<file path="src/rtl/ysyx_220053_ifq.sv">
// Instruction fetch queue: buffers {pc, instr} pairs from IFU to IDU in program order.
// Head is read combinationally from storage; a redirect flush empties the queue in one cycle.
module ysyx_220053_ifq #(
  parameter int DEPTH = 4,
  parameter int PW    = 64,
  parameter int IW    = 32
) (
  input  logic                       clk,
  input  logic                       rst,
  input  logic                       in_valid,
  input  logic [PW-1:0]              in_pc,
  input  logic [IW-1:0]              in_instr,
  output logic                       in_ready,
  output logic                       out_valid,
  output logic [PW-1:0]              out_pc,
  output logic [IW-1:0]              out_instr,
  output logic                       out_misalign,
  input  logic                       out_ready,
  input  logic                       flush,
  output logic [$clog2(DEPTH):0]     count
);
  localparam int AW = $clog2(DEPTH);

  typedef struct packed {
    logic          misalign;
    logic [PW-1:0] pc;
    logic [IW-1:0] instr;
  } entry_t;

  entry_t        r_mem [DEPTH];
  logic [AW-1:0] r_wp;
  logic [AW-1:0] r_rp;
  logic [AW:0]   r_cnt;

  logic   w_full;
  logic   w_empty;
  logic   w_push;
  logic   w_pop;
  entry_t w_head;

  // in_ready/out_valid come from the registered count only, so no same-cycle pop frees a slot.
  assign w_full  = (r_cnt == (AW+1)'(DEPTH));
  assign w_empty = (r_cnt == '0);
  assign w_push  = in_valid & ~w_full & ~flush;
  assign w_pop   = ~w_empty & out_ready & ~flush;
  assign w_head  = r_mem[r_rp];

  assign in_ready     = ~w_full;
  assign out_valid    = ~w_empty;
  assign out_pc       = w_head.pc;
  assign out_instr    = w_head.instr;
  assign out_misalign = w_head.misalign;
  assign count        = r_cnt;

  always_ff @(posedge clk or negedge rst) begin
    if (!rst) begin
      r_wp  <= '0;
      r_rp  <= '0;
      r_cnt <= '0;
      for (int i = 0; i < DEPTH; i++) begin
        r_mem[i] <= '0;
      end
    end else if (flush) begin
      r_wp  <= '0;
      r_rp  <= '0;
      r_cnt <= '0;
    end else begin
      if (w_push) begin
        r_mem[r_wp] <= '{misalign: (in_pc[1:0] != 2'b00), pc: in_pc, instr: in_instr};
        r_wp        <= r_wp + 1'b1;
      end
      if (w_pop) begin
        r_rp <= r_rp + 1'b1;
      end
      r_cnt <= r_cnt + (AW+1)'(w_push) - (AW+1)'(w_pop);
    end
  end
endmodule

</file>
<file path="config.mk">
export PLATFORM = sky130hd
export DESIGN_NAME = ysyx_220053_ifq
export DESIGN_NICKNAME = d
export VERILOG_FILES = /design/src/rtl/ysyx_220053_ifq.sv
export SDC_FILE = /design/constraint.sdc
export NUM_CORES = 1
export LEC_CHECK = 0
export BUFFER_PORTS_ARGS = -buffer_cell sky130_fd_sc_hd__buf_2
export CAP_MARGIN = 10
export CORE_MARGIN = 3
export CORE_UTILIZATION = 46
export CTS_CLUSTER_DIAMETER = 120
export DETAILED_ROUTE_END_ITERATION = 6
export PLACE_DENSITY_LB_ADDON = 0.1
export SKIP_CTS_REPAIR_TIMING = 1
export SLEW_MARGIN = 15
export SYNTH_ARGS = -nofsm -noshare
export SYNTH_HDL_FRONTEND = slang
export SYNTH_SLANG_ARGS = --single-unit
</file>
<file path="constraint.sdc">
create_clock -name clk -period 2.4 [get_ports clk]
set_input_delay 0.48 -clock clk [delete_from_list [all_inputs] [get_ports clk]]
set_output_delay 0.48 -clock clk [all_outputs]
set_load 0.02 [all_outputs]
</file>
# Yosys cells after proc, flatten, opt, wreduce, memory -nomap -nowiden
# Index checks and enable logic that the tools add are counted.
# op_classes
addsub,4
n_lt_le_gt_ge,3
n_eq_ne,1
muxes,11
n_bitwise,9
reduce_logical,6
# op_table
cell,n
$bwmux 388,1
$mux 97,3
$bmux 97 s2,1
$demux 97 s2,1
$mux 2,4
$ge 3x3->1 const B,2
$not 2->3,2
$reduce_bool 2->1,3
$add 2x1->2 const B,2
$and 1x1->1,4
$add 3x1->3,1
$eq 3x3->1 const B,1
$logic_not 3->1,1
$lt 3x1->1 const B,1
$mux 3,1
$not 1->1,3
$sub 3x1->3,1
$reduce_and 2->1,1
$logic_and 1x1->1,1
# word_totals
reg_bits,395
inputBits,101
out_inout_bits,102
wordCells,49

# Depth between registers and ports, before layout
# Gate-level depths: netlist of the first run.
# depth
ltp_word,7
mapped_depth,11
mapped_depth_nobuf,10

# Least setup slack after synthesis of the first run
# Ideal clock, no wire load.
# synth_timing
path_kind,flip-flop to flip-flop
start,register r_cnt[1] (netlist: count[1])
end,register r_cnt[2] (netlist: count[2])
setup_time_ns,0.086
arrival_time_ns,2.371
t_required_ns,2.314
path_slack_ns,-0.057
stages_incl_launch_ff,12
n_path_buf,1
synth_period_minus_slack_ns,2.457
cell_sequence,dfrtp_1 > or3b_1 > buf_2 > nand2_1 > ha_1 > inv_1 > ha_1 > inv_1 > fa_1 > xor2_1 > and2_1 > nor3_1
# synth_between
elab_chain_cells,7
elab_cells_between_ends,11
classes_between,2 x add/sub; 1 x eq/ne; 1 x mux; 6 x bitwise; 1 x reduce/logical
# synth_rtl
element,line_no,text
from (decl),33,logic [AW:0] r_cnt;
from (signal assigned),75,r_cnt <= r_cnt + (AW+1)'(w_push) - (AW+1)'(w_pop);
$eq 3x3->1,42,assign w_full = (r_cnt == (AW+1)'(DEPTH));
$not 1->1,-,
named net in_ready,13,"output logic in_ready,"
$and 1x1->1 (2 in series),44,assign w_push = in_valid & ~w_full & ~flush;
$add 3x1->3,75,
$sub 3x1->3,75,
$mux 3,63,end else if (flush) begin
# The timed path passes the listed nets, and every way through them passes these cells.
# A chain may end at the register's enable or synchronous reset.

# Final worst setup path of the first run
# layout_timing
start,register r_rp[0]
end,output out_pc[15]
# layout_between
elab_chain_cells,4
# layout_rtl
element,line_no,text
from (decl),32,logic [AW-1:0] r_rp;
from (signal assigned),73,r_rp <= r_rp + 1'b1;
$not 2->3 (implied by the code),46,assign w_head = r_mem[r_rp];
$bmux 97 s2,46,
$mux 97 (implied by the code) (2 in series),46,
to (decl),15,"output logic [PW-1:0] out_pc,"
# Every way passes these cells. The select of a mux whose other input is x is not followed.

==> out/metrics.csv, run 1 <==
metric,value,unit
power_leakage,9.643,nW
fill_cells,2971,
htree_levels,2,
placement.io_buffers,202,
finalSetupViolCount,96,
grt_pass1_vias,10464,
wl_per_cell,21.83,microns
violations,setup timing,
crit_type,reg2out,
yosysTopAreaCell,dfrtp_1,
crit_path_top_delay_cell,mux4_2,
powerDensity,1393,nW/um^2
critPathRequiredTime,1920,ps
slowest_delay,520,ps
synth-main-ff-cell,dfrtp_1,
vdd_drop_max,0.7843,mV
cts.sinks,395,
syn_avg_cell_area,17.90,sq um
vias,9537,
io_pins,203,
diodes,0,
die_area,40800,sq um
drt_iter0_markers,267,
worstPathArrival,2030,ps
power_frac_comb,0.411,
intPower,21.02,mW
switching_share,0.3048,
postSynth.asyncResetShare,1.000,
pwr-share-seq,0.372,
outcome,"finished, violations left",
min_period,2511,ps
path_buf_inv,3,
cp_max_fo,7,
syn_area,17670,sq um
rows,71,
nets,1344,
end_kind,output port,
ant_nets,0,
synth_nets,1095,
ys_types,25,
fp.dieH,202.0,microns
grt_first_pass_wirelength,60.67,mm
seq_area_frac_synth,0.5595,
worst_pin_slew,437.0,ps
grt-ovfl-total,0,
antenna_found_initial,4,
start_util,0.4680,
p_clk_frac,0.217,
cts.path.max_buffers,3,
synth_cells,987,
final_area,21700,sq um
clk_latency,550,ps
power,30.24,mW
totalWireLength,38.86,mm
drv_slew,0,
vias_per_cell,5.358,
layout-drive-gt1-share,0.6604,
slew_headroom,0.7050,
synth_area_leaders,"dfrtp_1 (56%), mux2_2 (17%), mux4_2 (12%)",
worst_slack,-110.6,ps
die_x,202.0,microns
first_pass_iters,6,
post-route-period-util,1.046,
grt_start_max_net_pins,71,
hold_path.class,in2reg,
coreArea,37760,sq um
tritoncts,done,
synth_top_area_share,0.5595,
remaining_drc_errors,0,
p_switching,9.216,mW
max_freq,398.3,MHz
grt.total_usage,0.1881,
rsz0062_at_grt,true,
crit_path_start_kind,flip-flop,
ys_seq_elements,395,
clk_pin_slew,60,ps
worstPathCellList,"buf_12, clkbuf_16, mux4_2, buf_6",
synth-edff-count,0,
critPathTopFamily,multiplexers,
postPlaceCellArea,19490,sq um
yosysWarningCount,0,
hold_viol,0,
drv_cap,0,
numCtsBuffers,44,
ctsRootBufferMaster,clkbuf_16,
area_growth,22.84,%
clock_skew,9.389,ps
post-dp-hpwl,23.84,mm
gp_congestion,0.7531,
holdWs,142.7,ps
[synth_stat cells, types with 2 or more instances]
master and count:
inv_1 4, buf_6 8, and2_1 2, mux2_2 269, ha_1 6, mux2_4 120, dfrtp_1 395, mux4_2 97
buf_2 34, o31ai_1 2, xor2_1 3, nor2_1 7, clkbuf_1 11, and3_1 4, buf_1 3, buf_8 12
nor2b_1 2
[worst paths after layout]
check	from	to	slack (ps)	cells after the start
max in group asynchronous	rst	count[1]$_DFF_PN0_	1090	4
hold / removal	flush	count[1]$_DFF_PN0_	140	2
setup / recovery	r_rp[0]$_DFFE_PN0P_	out_pc[15]	-110	4
setup reg to reg	count[0]$_DFF_PN0_	count[2]$_DFF_PN0_	60	10
hold reg to reg	r_mem[18]$_DFFE_PN0P_	r_mem[18]$_DFFE_PN0P_	500	1
min in group asynchronous	rst	r_mem[248]$_DFFE_PN0P_	440	2
[per-stage QoR]
step | setup TNS (ps) | std cells | util | worst slack, ps
finish | -7359 | 1780 | 0.5748 | -110.6
global route | -15180 | 1780 | 0.5748 | -186.1
CTS | -23260 | 1762 | 0.5535 | -330.6
detailed placement | 0 | 1683 | 0.5161 | 20.82
global placement | 0 | 1683 | 0.5161 | 130.3
floorplan | 0 | 987 | - | 1.222
[registers in the layout (all words and copies together) (netlist names)]
name   flops
r_wp       2
r_rp       2
r_mem    388
count      3
[cell usage in the layout, fill, tap and decap left out, types with 2 or more instances in the layout]
master / instances
dfrtp_4: 2
mux2_4: 120
inv_2: 2
xor2_1: 2
buf_8: 3
and3_4: 4
dfrtp_2: 3
mux4_2: 97
buf_16: 2
buf_12: 26
nor2b_1: 2
inv_1: 2
nor2_1: 7
buf_6: 56
buf_2: 141
clkbuf_8: 13
clkbuf_16: 51
mux2_2: 269
buf_4: 36
dfrtp_1: 390
clkinv_2: 2
clkbuf_1: 18
ha_1: 4
[power by group through the flow]
stage | registers, mW | clock network (mW) | logic (mW)
finish | 11.3 | 6.56 | 12.4
global route | 11.6 | 7.04 | 13.2
CTS | 11.3 | 6.78 | 10.8
detailed placement | 11.4 | 0 | 10.8
global placement | 11.3 | 0 | 10.6
floorplan | 10.8 | 0 | 8.15
[cell type report]
class	count	area, sq um	share of cell area
clock inverters	3	40.04	0.001845
well taps	511	639.4	0.02946
multi-input cells	520	7353	0.3388
flip-flops and latches	395	9896	0.4560
inverters	4	15.01	0.0006918
clock buffers	76	1373	0.06324
repair buffers	271	2387	0.1100
[cells by family (layout without fill, tap and decap cells)]
logic type,count (synthesis),after routing,synth area share
flip-flops,395,395,0.5595
adder cells (fa/ha/maj),7,7,0.005382
XOR/XNOR,3,3,0.001487
buffers and inverters,72,354,0.02875
AO/OA/AOI/OAI,3,3,0.001345
AND/OR/NAND/NOR,21,21,0.006515
multiplexers,486,486,0.3971
[metal layers]
| layer | track usage | part of all wire | wire length (microns) |
|---|---|---|---|
| met1 | 0.2627 | 0.45 | 17670 |
| met2 | 0.2976 | 0.48 | 18560 |
| met3 | 0.05218 | 0.052 | 2019 |
| met4 | 0.04211 | 0.015 | 570 |
| met5 | 0 | 0.0010 | 39 |
No activity file was read; power rests on OpenSTA's default activity.
==> run 2: changes to the inputs <==
PLACE_DENSITY = 0.68   (was unset)
PLACE_DENSITY_LB_ADDON = unset   (was 0.1)
==> run 2 against run 1 <==
Compared with the run above:
- critical endpoint is now out_pc[29]
- global-route usage is 0.18 points lower
- the flow still finishes with violations (setup timing)
- first-iteration DRC count grew 41%
- final cell count shrank 1.2%
- largest power group unchanged
==> out/metrics.csv, run 2 (synthesized netlist as in run 1, its figures left out) <==
metric,value,unit
outcome,"finished, violations left",
violations,setup timing,
critPathRequiredTime,1920,ps
slew_headroom,0.7045,
layout_commonest_cell,dfrtp_1,
grt_pass1_vias,10579,
ctsRootBufferMaster,clkbuf_16,
vias_per_cell,5.350,
cp_max_fo,36,
largest_register_ffs,388,
ant_nets,0,
setup_tns,-10680,ps
intPower,21.05,mW
post-route-period-util,1.063,
die_area,40800,sq um
max_freq,392.1,MHz
switching_share,0.3014,
vias,9405,
gp_congestion,0.7399,
seq_area,9894,sq um
hold_viol,0,
rows,71,
crit_path_start_kind,flip-flop,
crit_path_top_delay_cell,mux4_2,
first_pass_iters,4,
power_frac_comb,0.392,
post-dp-hpwl,23.26,mm
remaining_drc_errors,0,
power,30.14,mW
finalSetupViolCount,97,
pre_cts_ws,59.54,ps
grt_start_max_net_pins,83,
final_util,0.5674,
grt-ovfl-total,0,
antenna_found_initial,5,
clk_latency,550,ps
start_util,0.4680,
vdd_drop_max,0.8652,mV
clock_skew,14.81,ps
worst_slack,-150.7,ps
wl_per_cell,21.30,microns
totalWireLength,37.45,mm
tritoncts,done,
placement.io_buffers,202,
worstPathArrival,2070,ps
cts.sinks,395,
htree_levels,2,
p_switching,9.083,mW
worstPathCellList,"buf_16, mux4_2, buf_2",
io_pins,203,
slowest_delay,570,ps
powerDensity,1407,nW/um^2
p_clk_frac,0.234,
drv_cap,0,
die_x,202.0,microns
crit_type,reg2out,
grt_first_pass_wirelength,60.31,mm
drt_iter0_markers,377,
power_leakage,9.526,nW
end_kind,output port,
multi_input_area,7311,sq um
numCtsBuffers,43,
nets,1320,
area_growth,21.24,%
regMostFlops,r_mem,
grt.total_usage,0.1863,
layout-drive-gt1-share,0.6535,
final_cell_mix,"dfrtp_1 (391), mux2_2 (269), buf_2 (157), mux2_4 (120), mux4_2 (97)",
drv_slew,0,
min_period,2551,ps
cts.path.max_buffers,3,
worst_pin_slew,443.2,ps
fill_cells,2951,
clk_pin_slew,60,ps
fp.dieH,202.0,microns
hold_path.class,in2reg,
rsz0062_at_grt,true,
pwr-share-seq,0.374,
coreArea,37760,sq um
## run 2: cell count changes in the layout (fill, tap and decap cells not counted), sizes merged
| cell | delta |
|---|---|
| buf | -19 |
| bufinv | +5 |
| clkbuf | -13 |
| clkinv | +1 |
| clkinvlp | +1 |
| diode | +3 |
## run 2: worst paths after layout
check / start / endpoint / slack (ps) / cells after the start
worst max-delay path: r_rp[0]$_DFFE_PN0P_ / out_pc[29] / -150 / 3
worst min-delay path: in_instr[1] / r_mem[292]$_DFFE_PN0P_ / 200 / 2
worst max register to register: count[1]$_DFF_PN0_ / count[2]$_DFF_PN0_ / 160 / 10
worst min register to register: r_mem[10]$_DFFE_PN0P_ / r_mem[10]$_DFFE_PN0P_ / 500 / 1
max in group asynchronous: rst / r_mem[240]$_DFFE_PN0P_ / 1160 / 3
min in group asynchronous: rst / r_mem[283]$_DFFE_PN0P_ / 450 / 2
## run 2: final cells by class
cell class	count	area share
Multi-Input combinational cell	520	0.3413
Sequential cell	395	0.4619
Tap cell	511	0.02985
Clock buffer	67	0.06203
Inverter	4	0.0007009
Clock inverter	10	0.009463
Antenna cell	3	0.0003505
Timing Repair Buffer	248	0.09439
## run 2: power groups by stage
stage | Combinational, mW | Clock [mW] | Sequential [mW]
3_5_place_dp | 10.9 | 0 | 11.3
6_report | 11.8 | 7.05 | 11.3
5_1_grt | 12.6 | 7.53 | 11.6
4_1_cts | 11.0 | 7.26 | 11.3
3_3_place_gp | 10.7 | 0 | 11.2
2_1_floorplan | 8.15 | 0 | 10.8
## run 2: routing by layer
layer / up-vias / global-route usage / share of wire
li1: 4131 / - / -
met2: 169 / 0.3028 / 0.49
met1: 5050 / 0.2529 / 0.44
met5: - / 0 / 0.00091
met3: 49 / 0.04574 / 0.053
met4: 6 / 0.05108 / 0.019
## run 2: worst max-delay path: cells and delay by family, from the launching register on
family	cells	cell delay (ps)
flip-flops	1	460
multiplexers	1	570
buffers and inverters	2	470
## run 2: through the flow
step                      area [sq um]  instances  hold slack, ps
after detailed placement         19450       1672           424.2
final                            21420       1758           203.2
after CTS                        20990       1749          -181.4
after global placement           19450       1672           421.0
after floorplan                  17670        987           184.4
after global routing             21420       1757           183.0
